File: src/rtl/watch_set_ctrl.sv
// Time-set controller for the HH:MM watch counter: debounce, RUN/SET_HR/SET_MIN/COMMIT editing, blink and load strobe.
// Optional feature macro: AUTO_REPEAT_EN (button3 hold auto-repeat on tick_1hz after REP_DELAY ticks).
module watch_set_ctrl #(
  parameter int DEB_CYCLES = 16,
  parameter int BLINK_DIV  = 8
`ifdef AUTO_REPEAT_EN
  , parameter int REP_DELAY = 2
`endif
) (
  input  logic       clk,
  input  logic       rst_n,
  input  logic       tick_1hz,
  input  logic       switch,
  input  logic       button2,
  input  logic       button3,
  input  logic [4:0] cur_hours,
  input  logic [5:0] cur_minutes,
  output logic       count_en,
  output logic       ld_valid,
  output logic [4:0] ld_hours,
  output logic [5:0] ld_minutes,
  output logic       blink_hr,
  output logic       blink_min
);

  localparam int DW = $clog2(DEB_CYCLES + 1);
  localparam int BW = $clog2(BLINK_DIV + 1);

  typedef enum logic [1:0] {RUN, SET_HR, SET_MIN, COMMIT} state_t;

  state_t        state;
  logic [2:0]    raw, sync1, sync2, deb, upd;
  logic [DW-1:0] deb_cnt [3];
  logic          sw_rise, sw_fall, b2_rise, b3_rise, rep_fire, bump, blink_wrap;
  logic [4:0]    shadow_h;
  logic [5:0]    shadow_m;
  logic          blink_phase;
  logic [BW-1:0] blink_cnt;

  assign raw = {button3, button2, switch};

  // A level update fires on the same edge the FSM sees its event, so total latency is DEB_CYCLES+2.
  always_comb begin
    upd = '0;
    for (int i = 0; i < 3; i++)
      upd[i] = (sync2[i] != deb[i]) && (deb_cnt[i] == DW'(DEB_CYCLES - 1));
  end

  assign sw_rise    = upd[0] & sync2[0];
  assign sw_fall    = upd[0] & ~sync2[0];
  assign b2_rise    = upd[1] & sync2[1];
  assign b3_rise    = upd[2] & sync2[2];
  assign bump       = b3_rise | rep_fire;
  assign blink_wrap = (blink_cnt == BW'(BLINK_DIV - 1));

  always_ff @(posedge clk or negedge rst_n) begin
    if (!rst_n) begin
      sync1 <= '0;
      sync2 <= '0;
      deb   <= '0;
      for (int i = 0; i < 3; i++) deb_cnt[i] <= '0;
    end else begin
      sync1 <= raw;
      sync2 <= sync1;
      for (int i = 0; i < 3; i++) begin
        if (sync2[i] == deb[i]) begin
          deb_cnt[i] <= '0;
        end else if (upd[i]) begin
          deb[i]     <= sync2[i];
          deb_cnt[i] <= '0;
        end else begin
          deb_cnt[i] <= deb_cnt[i] + 1'b1;
        end
      end
    end
  end

`ifdef AUTO_REPEAT_EN
  localparam int HW = $clog2(REP_DELAY + 2);
  logic [HW-1:0] hold_cnt;
  logic          in_set;

  assign in_set   = (state == SET_HR) || (state == SET_MIN);
  assign rep_fire = tick_1hz && deb[2] && in_set && (hold_cnt == HW'(REP_DELAY));

  // Hold counter saturates at REP_DELAY; any release or state change restarts the delay.
  always_ff @(posedge clk or negedge rst_n) begin
    if (!rst_n)
      hold_cnt <= '0;
    else if (!deb[2] || !in_set || sw_fall || b2_rise)
      hold_cnt <= '0;
    else if (tick_1hz && (hold_cnt != HW'(REP_DELAY)))
      hold_cnt <= hold_cnt + 1'b1;
  end
`else
  assign rep_fire = 1'b0;
`endif

  // Priority inside a set state: switch falling, then button2, then increments; losers are dropped.
  always_ff @(posedge clk or negedge rst_n) begin
    if (!rst_n) begin
      state       <= RUN;
      count_en    <= 1'b1;
      ld_valid    <= 1'b0;
      ld_hours    <= '0;
      ld_minutes  <= '0;
      blink_hr    <= 1'b0;
      blink_min   <= 1'b0;
      shadow_h    <= '0;
      shadow_m    <= '0;
      blink_phase <= 1'b0;
      blink_cnt   <= '0;
    end else begin
      ld_valid <= 1'b0;
      case (state)
        RUN: begin
          count_en  <= 1'b1;
          blink_hr  <= 1'b0;
          blink_min <= 1'b0;
          if (sw_rise) begin
            shadow_h    <= cur_hours;
            shadow_m    <= cur_minutes;
            state       <= SET_HR;
            count_en    <= 1'b0;
            blink_phase <= 1'b1;
            blink_cnt   <= '0;
            blink_hr    <= 1'b1;
          end
        end
        SET_HR, SET_MIN: begin
          if (sw_fall) begin
            state      <= COMMIT;
            ld_valid   <= 1'b1;
            ld_hours   <= shadow_h;
            ld_minutes <= shadow_m;
            blink_hr   <= 1'b0;
            blink_min  <= 1'b0;
          end else if (b2_rise) begin
            state       <= (state == SET_HR) ? SET_MIN : SET_HR;
            blink_phase <= 1'b1;
            blink_cnt   <= '0;
            blink_hr    <= (state == SET_MIN);
            blink_min   <= (state == SET_HR);
          end else begin
            if (bump) begin
              if (state == SET_HR)
                shadow_h <= (shadow_h == 5'd23) ? 5'd0 : shadow_h + 5'd1;
              else
                shadow_m <= (shadow_m == 6'd59) ? 6'd0 : shadow_m + 6'd1;
            end
            if (tick_1hz) begin
              if (blink_wrap) begin
                blink_cnt   <= '0;
                blink_phase <= ~blink_phase;
                blink_hr    <= (state == SET_HR) & ~blink_phase;
                blink_min   <= (state == SET_MIN) & ~blink_phase;
              end else begin
                blink_cnt <= blink_cnt + 1'b1;
              end
            end
          end
        end
        COMMIT: begin
          state    <= RUN;
          count_en <= 1'b1;
        end
        default: state <= RUN;
      endcase
    end
  end

endmodule
File: config.mk
export PLATFORM = sky130hd
export DESIGN_NAME = watch_set_ctrl
export DESIGN_NICKNAME = d
export VERILOG_FILES = /design/src/rtl/watch_set_ctrl.sv
export SDC_FILE = /design/constraint.sdc
export NUM_CORES = 1
export LEC_CHECK = 0
export ABC_CLOCK_PERIOD_IN_PS = 2100
export BUFFER_PORTS_ARGS = -buffer_cell sky130_fd_sc_hd__buf_2
export CORE_MARGIN = 4
export CORE_UTILIZATION = 54
export CTS_BUF_LIST = sky130_fd_sc_hd__clkbuf_8
export DETAILED_ROUTE_END_ITERATION = 8
export PLACE_DENSITY_LB_ADDON = 0.15
export SLEW_MARGIN = 20
export SYNTH_ARGS = -nofsm -noshare
export SYNTH_HDL_FRONTEND = slang
export SYNTH_SLANG_ARGS = --single-unit
File: constraint.sdc
create_clock -name clk -period 2.1 [get_ports clk]
set_input_delay 0.21 -clock clk [delete_from_list [all_inputs] [get_ports clk]]
set_output_delay 0.21 -clock clk [all_outputs]
set_load 0.03 [all_outputs]
==> results of run 1 <==
-- logic make-up after synthesis --
kind of cell	Yosys count	synth area share (%)
adders and majority gates	13	5.82
DFF	57	51.1
and+or+nand+nor	88	16.5
muxes	19	7.38
xor gates and xnor gates	10	3.13
buffers and inverters	17	2.59
AOI/OAI and AO/OA	60	13.6
-- cell type report --
cell class / count / area [um2] / share of cell area (%)
clock buffers: 11 / 151 / 4.26
flip-flops and latches: 57 / 1430 / 40.2
well taps: 67 / 83.8 / 2.36
multi-input cells: 191 / 1370 / 38.5
repair buffers: 66 / 444 / 12.5
clock inverters: 4 / 43.8 / 1.23
inverters: 9 / 33.8 / 0.951
-- power by group through the flow --
stage	combinational [mW]	sequential, mW	clock [mW]
after detailed placement	1.61	1.49	0
after global placement	1.56	1.48	0
final	1.86	1.47	1.01
after CTS	1.71	1.47	1.04
after global routing	2.03	1.50	1.09
after floorplan	1.09	1.47	0
-- routing by layer --
metal	global-route usage, %	routed length (um)
met3	6.43	282
met4	9.63	132
met1	25.3	2740
met2	33.6	2930
met5	0	0
-- sequential cells by signal (all words and copies together), names as in the netlist --
name / count
blink_cnt: 4
blink_hr: 1
blink_min: 1
blink_phase: 1
count_en: 1
deb: 3
deb_cnt: 15
ld_hours: 5
ld_minutes: 6
ld_valid: 1
shadow_h: 5
shadow_m: 6
state: 2
sync1: 3
sync2: 3
-- placed cells by master, fill, tap and decap left out, types with 11 or more instances in the layout --
master	count
buf_4	29
a21oi_1	13
ha_1	11
clkbuf_8	11
nand3_1	11
nand2_1	19
nor2_1	22
buf_2	31
mux2_2	13
o21ai_0	13
dfrtp_1	56
-- cells in the mapped netlist, types with 6 or more instances --
cell | n | area (um2)
a21oi_1 | 13 | 65.1
dfrtp_1 | 56 | 1400
o21ai_0 | 17 | 85.1
mux2i_1 | 6 | 60.1
nor2_1 | 23 | 86.3
o21ai_1 | 7 | 35.0
ha_1 | 13 | 163
nand2_1 | 19 | 71.3
nand3_1 | 11 | 55.1
inv_1 | 9 | 33.8
and3_1 | 6 | 37.5
xor2_1 | 6 | 52.6
mux2_2 | 13 | 146
-- final timing paths --
path,from,to,slack [ns],depth (start not counted)
hold / removal,cur_hours[3],shadow_h[3],0.12,3
setup / recovery,deb_cnt[5],shadow_m[5],0.04,7
setup reg to reg,deb_cnt[5],shadow_m[5],0.04,7
hold reg to reg,sync1[0],sync2[0],0.35,0
min in group asynchronous,rst_n,ld_hours[3],0.42,2
max in group asynchronous,rst_n,count_en,1.02,3
-- metrics by stage --
stage               cell area, um2  TNS (ns)  util (%)  power [mW]  std cells
global placement              3210         0      65.8        3.04        379
global route                  3550    -0.239      72.8        4.63        405
CTS                           3480         0      71.3        4.22        401
floorplan                     2810  -0.00530         -        2.56        264
finish                        3550         0      72.8        4.35        405
detailed placement            3210    -0.171      65.8        3.10        379
-- timing repair --
action / in CTS / in global routing
resized for setup: 4 / 11
hold endpoints to repair: 29 / 0
pin swaps: 3 / 5
gates cloned: 1 / 0
endpoints found under the setup margin: 3 / 17
hold buffers: 4 / 0
buffers inserted: 2 / 4
-- critical path, cell delays in order (launching register included) --
cell     delay [ns]
dfrtp_1        0.39
ha_2           0.19
and4b_4        0.18
a21o_1         0.19
or3_4          0.35
a221o_2        0.43
o21ai_1        0.13
o21ai_1        0.07
==> key figures, run 1 <==
Detailed routing
  – Post-route DRC: 0
  – Iter 0 DRT Violations: 114
  – Wire length per cell: 15.0 um
  – Final WL: 6090 um
  – Via count: 2,258
  – Antenna viol nets, final: 0
  – Vias per cell: 5.58
  – Drt pass-1 iters: 4

Clocking
  – Sink Count: 57
  – Clock latency on the worst-skew pair: 0.34 ns
  – Root buffer cell: clkbuf_8
  – CTS tree: built
  – Reg clk slew, reported paths: roughly 0.06 ns
  – Htree depth: 3
  – Cts bufs inserted: 9
  – Clk buf depth: 2

Critical path
  – CP Max Fanout: 6
  – Startpoint types: flop
  – Worst Path Arrival: between 2 and 2.5 ns
  – Critical path required time: 2.31 ns
  – Critical Path End Type: flop
  – CP Class: reg -> reg

Pwr
  – Pwr dens: 1220 nW/um2
  – Part of the power in the clock network: 23.3%
  – P_sw: 1.59 mW
  – Int Power: 2.75 mW
  – Flop pwr share: roughly a third
  – Combinational power share: 42.7%
  – Sw frac: a little over a third
  – Worst IR drop on VDD: roughly 0.00073 V
  – Leak pwr: 1.79 nW

Yosys
  – Unique masters post-synth: 46
  – Mapped Avg Cell Area: roughly 11 um2
  – Syn Inst Count: 264
  – Synth Flop Type: dfrtp_1
  – Synth async-reset ratio: 100%
  – Mapped Area: 2800 um2
  – Part of the Yosys area used for sequential elements: 51.1%
  – Synthesized Nets: 294
  – Ys Warns: 0
  – Post-synth EDFFs: 0
  – Yosys reg bits: 57

STA
  – Hold slack: approximately 0.12 ns
  – Final Hold Vio Count: 0
  – Highest Clock Rate: about 0.49 GHz
  – Final period utilization: 97.9%
  – Minimum clock period: 2.06 ns
  – Worst-margin pin slew: between 0.6 and 0.7 ns
  – Final worst setup slack: 0.0442 ns
  – RSZ-0062 raised after global routing: true
  – # setup viols final: 0
  – Slew HR: 58.3%
  – Slew Viols, Final: 0
  – Clock skew: ~0.0096 ns

Floorplanning
  – Die H: 80.0 um
  – FP Rows: 25
  – DIE AREA: 6390 um2
  – Core Area: 4880 um2
  – Initial Util: 57.3%
  – Die X: 80.0 um
  – Total I/O pin count: 32

Layout
  – Fill cell count: 352
  – Growth of design area from synthesis to finish: 27.0%
  – Inserted Diodes: 0
  – Nets: 364
  – Ratio of cells with drive above 1 in the final layout: 32.2%

Run
  – # Max-Cap Violations: 0

GRT
  – GRT overflow: 0
  – Initial antenna violation count: 0
  – Vias in the first global route: 2,181
  – GRT Total Usage: 20.8%
  – Largest net degree at the start of global routing: 32
  – First-pass GRT wire length: 9990 um

Placed design
  – Pre-CTS WS: -0.0734 ns
  – Port bufs: 31
  – GPL Wtd Cong: 0.791
  – Post-detail-place hpwl: between 4000 and 5000 um

Min path
  – HP Class: in -> reg

Run status
  – Status: finished clean
Power figures use the tool's default switching activity.
==> run 2, diff against run 1 <==
--- a/config.mk
+++ b/config.mk
@@ -6,11 +6,10 @@
 export NUM_CORES = 1
 export LEC_CHECK = 0
 export ABC_CLOCK_PERIOD_IN_PS = 2100
-export BUFFER_PORTS_ARGS = -buffer_cell sky130_fd_sc_hd__buf_2
 export CORE_MARGIN = 4
-export CORE_UTILIZATION = 54
-export CTS_BUF_LIST = sky130_fd_sc_hd__clkbuf_8
+export CORE_UTILIZATION = 57
 export DETAILED_ROUTE_END_ITERATION = 8
+export DONT_BUFFER_PORTS = 1
 export PLACE_DENSITY_LB_ADDON = 0.15
 export SLEW_MARGIN = 20
 export SYNTH_ARGS = -nofsm -noshare
==> run 2 against run 1 <==
  * Clock power down 4%
  * First-iteration DRC count up 17%
  * Critical endpoint unchanged
  * Total power about the same
  * Sequential power about the same
  * Critical path depth unchanged
  * Cell area down 2.7%
  * Combinational power about the same
  * Largest cell class unchanged
==> key figures, run 2 (synthesis results as in run 1) <==
GRT
  – Global route hottest layer: met2 (unchanged)
  – First-pass GRT wire length: 9670 um (was 9990 um)
  – Met3 usage: 5.28% (was 6.43%)
  – Initial antenna violation count: 0 (unchanged)
  – GRT Total Usage: 20.4% (was 20.8%)
  – Largest net degree at the start of global routing: 58 (was 32)
  – Met1 usage: 26.4% (was 25.3%)
  – Met2 GRT Util: 32.4% (was 33.6%)
  – GRT overflow: 0 (unchanged)
  – Vias in the first global route: 2,075 (was 2,181)

Detailed routing
  – Drt pass-1 iters: 4 (unchanged)
  – Final WL: 5680 um (was 6090 um)
  – Post-route DRC: 0 (unchanged)
  – Wire length per cell: 14.9 um (was 15.0 um)
  – Antenna viol nets, final: 0 (unchanged)
  – Via count: 2,127 (was 2,258)
  – Vias per cell: 5.57 (was 5.58)
  – Iter 0 DRT Violations: 133 (was 114)

STA
  – Highest Clock Rate: 0.484 GHz (was 0.486 GHz)
  – Clock skew: 0.00762 ns (was 0.00957 ns)
  – # setup viols final: 0 (unchanged)
  – Final period utilization: 98.3% (was 97.9%)
  – RSZ-0062 raised after global routing: true (unchanged)
  – Final Hold Vio Count: 0 (unchanged)
  – Slew HR: 72.1% (was 58.3%)
  – Minimum clock period: 2.06 ns (about the same)
  – Slew Viols, Final: 0 (unchanged)
  – Worst-margin pin slew: 0.415 ns (was 0.626 ns)
  – Final worst setup slack: 0.0351 ns (was 0.0442 ns)

Critical path
  – CP Cell Sequence: ha_2 -> and4b_4 -> a21o_1 -> or3_4 -> a221o_2 -> o21ai_1 -> o21ai_2 (was ha_2 -> and4b_4 -> a21o_1 -> or3_4 -> a221o_2 -> o21ai_1 -> o21ai_1)
  – CP Depth: 7 (unchanged)
  – Critical Path End Type: flop (unchanged)
  – Buf+Inv Stages, Crit Path: 0 (unchanged)
  – Startpoint types: flop (unchanged)
  – CP top delay family: compound AO/OA/AOI/OAI gates (unchanged)
  – Slowest stage delay, CP: 0.41 ns (was 0.43 ns)
  – Critical-path top delay cell: a221o_2 (unchanged)
  – Worst Path Arrival: 2.29 ns (was 2.27 ns)
  – Reg2reg path depth: 7 (unchanged)
  – CP Class: reg -> reg (unchanged)
  – Critical path required time: 2.32 ns (was 2.31 ns)
  – CP Max Fanout: 5 (was 6)

Pwr
  – Worst IR drop on VDD: 0.000768 V (was 0.000726 V)
  – Final total power: 4.35 mW (about the same)
  – Pwr dens: 1260 nW/um2 (was 1220 nW/um2)
  – Leak pwr: 1.67 nW (was 1.79 nW)

Layout
  – Ratio of cells with drive above 1 in the final layout: 28.6% (was 32.2%)
  – Growth of design area from synthesis to finish: 23.5% (was 27.0%)
  – Inserted Diodes: 0 (unchanged)
  – Commonest cells after routing, fill and taps aside: dfrtp_1 (56), buf_4 (36), nor2_1 (22) (was dfrtp_1 (56), buf_2 (31), buf_4 (29))
  – Most flops, register: deb_cnt (unchanged)
  – Commonest non-fill, non-tap cell in the layout: dfrtp_1 (unchanged)
  – Nets: 340 (was 364)
  – Max FFs per register: 15 (unchanged)
  – Largest regs: deb_cnt: 15 flops, ld_minutes: 6 flops, shadow_m: 6 flops (unchanged)

Clocking
  – Reg clk slew, reported paths: 0.06 ns (about the same)
  – Cts bufs inserted: 9 (unchanged)
  – Htree depth: 3 (unchanged)
  – Clk buf depth: 2 (unchanged)
  – Root buffer cell: clkbuf_8 (unchanged)
  – Sink Count: 57 (unchanged)
  – Clock latency on the worst-skew pair: 0.33 ns (was 0.34 ns)
  – CTS tree: built (unchanged)

Placed design
  – GPL Wtd Cong: 0.808 (was 0.791)
  – Port bufs: 0 (was 31)
  – Post-detail-place hpwl: 3840 um (was 4170 um)
  – Pre-CTS WS: -0.0451 ns (was -0.0734 ns)

Min path
  – Hold path depth: 2 (was 3)
  – HP Class: in -> reg (unchanged)

Floorplanning
  – FP Rows: 25 (unchanged)
  – Die X: 78.0 um (was 80.0 um)
  – DIE AREA: 6090 um2 (was 6390 um2)
  – Initial Util: 59.2% (was 57.3%)
  – Die H: 78.0 um (was 80.0 um)
  – Core Area: 4720 um2 (was 4880 um2)
  – Total I/O pin count: 32 (unchanged)

Run
  – # Max-Cap Violations: 0 (unchanged)

Run status
  – Status: finished clean (unchanged)
-- run 2: cell types whose count changed in the layout (fill, tap and decap cells not counted), sizes merged --
cell	before	now
buf	62	38
clkbuf	11	14
bufinv	1	0
inv	10	9
-- run 2: per-stage QoR --
stage               area, um2  hold WS, ns  util (%)  setup TNS (ns)  instances
floorplan                2810      -0.0856         -        -0.00530        264
global placement         3070      -0.0843      65.1               0        352
detailed placement       3070      -0.0842      65.1          -0.131        352
CTS                      3360       0.0277      71.2               0        376
global route             3450       0.0497      73.1         -0.0729        382
finish                   3450       0.0344      73.1               0        382
-- run 2: timing repair --
action / CTS / global route
pin swaps: 0 / 3
cloned: 1 / 0
hold endpoints to repair: 60 / 0
setup buffers: 2 / 6
gates resized for setup: 1 / 19
endpoints found under the setup margin: 5 / 18
hold buffers: 5 / 0
-- run 2: worst reg2reg max path: cells and delay by family (launching register included) --
family          cells  cell delay, ns
compound gates      4            0.85
simple gates        2            0.54
flops               1            0.38
fa+ha+maj           1            0.20
-- run 2: cell type report --
| type | count | area (um2) |
|---|---|---|
| Timing Repair Buffer | 42 | 349 |
| Clock buffer | 14 | 183 |
| Tap cell | 67 | 83.8 |
| Fill cell | 340 | 1270 |
| Sequential cell | 57 | 1430 |
| Inverter | 9 | 33.8 |
| Clock inverter | 2 | 10.0 |
| Multi-Input combinational cell | 191 | 1370 |
-- run 2: worst paths after layout --
check	from	endpoint	slack (ns)
worst max-delay path	deb_cnt[5]	shadow_m[5]	0.04
worst min-delay path	cur_hours[3]	shadow_h[3]	0.03
worst max register to register	deb_cnt[5]	shadow_m[5]	0.04
worst min register to register	sync1[0]	sync2[0]	0.35
max in group asynchronous	rst_n	count_en	1.40
min in group asynchronous	rst_n	shadow_h[1]	0.42
-- run 2: per-layer routing --
layer  vias up  routed length [um]
met5         -                   0
met4         0                 137
met3        15                 269
met2        55                2720
met1      1024                2550
li1       1033                   -
-- run 2: power breakdown --
group,internal [mW],total (mW),switching (mW)
Combinational,0.939,1.88,0.942
Sequential,1.28,1.50,0.212
Clock,0.554,0.967,0.414
Total,2.78,4.35,1.57
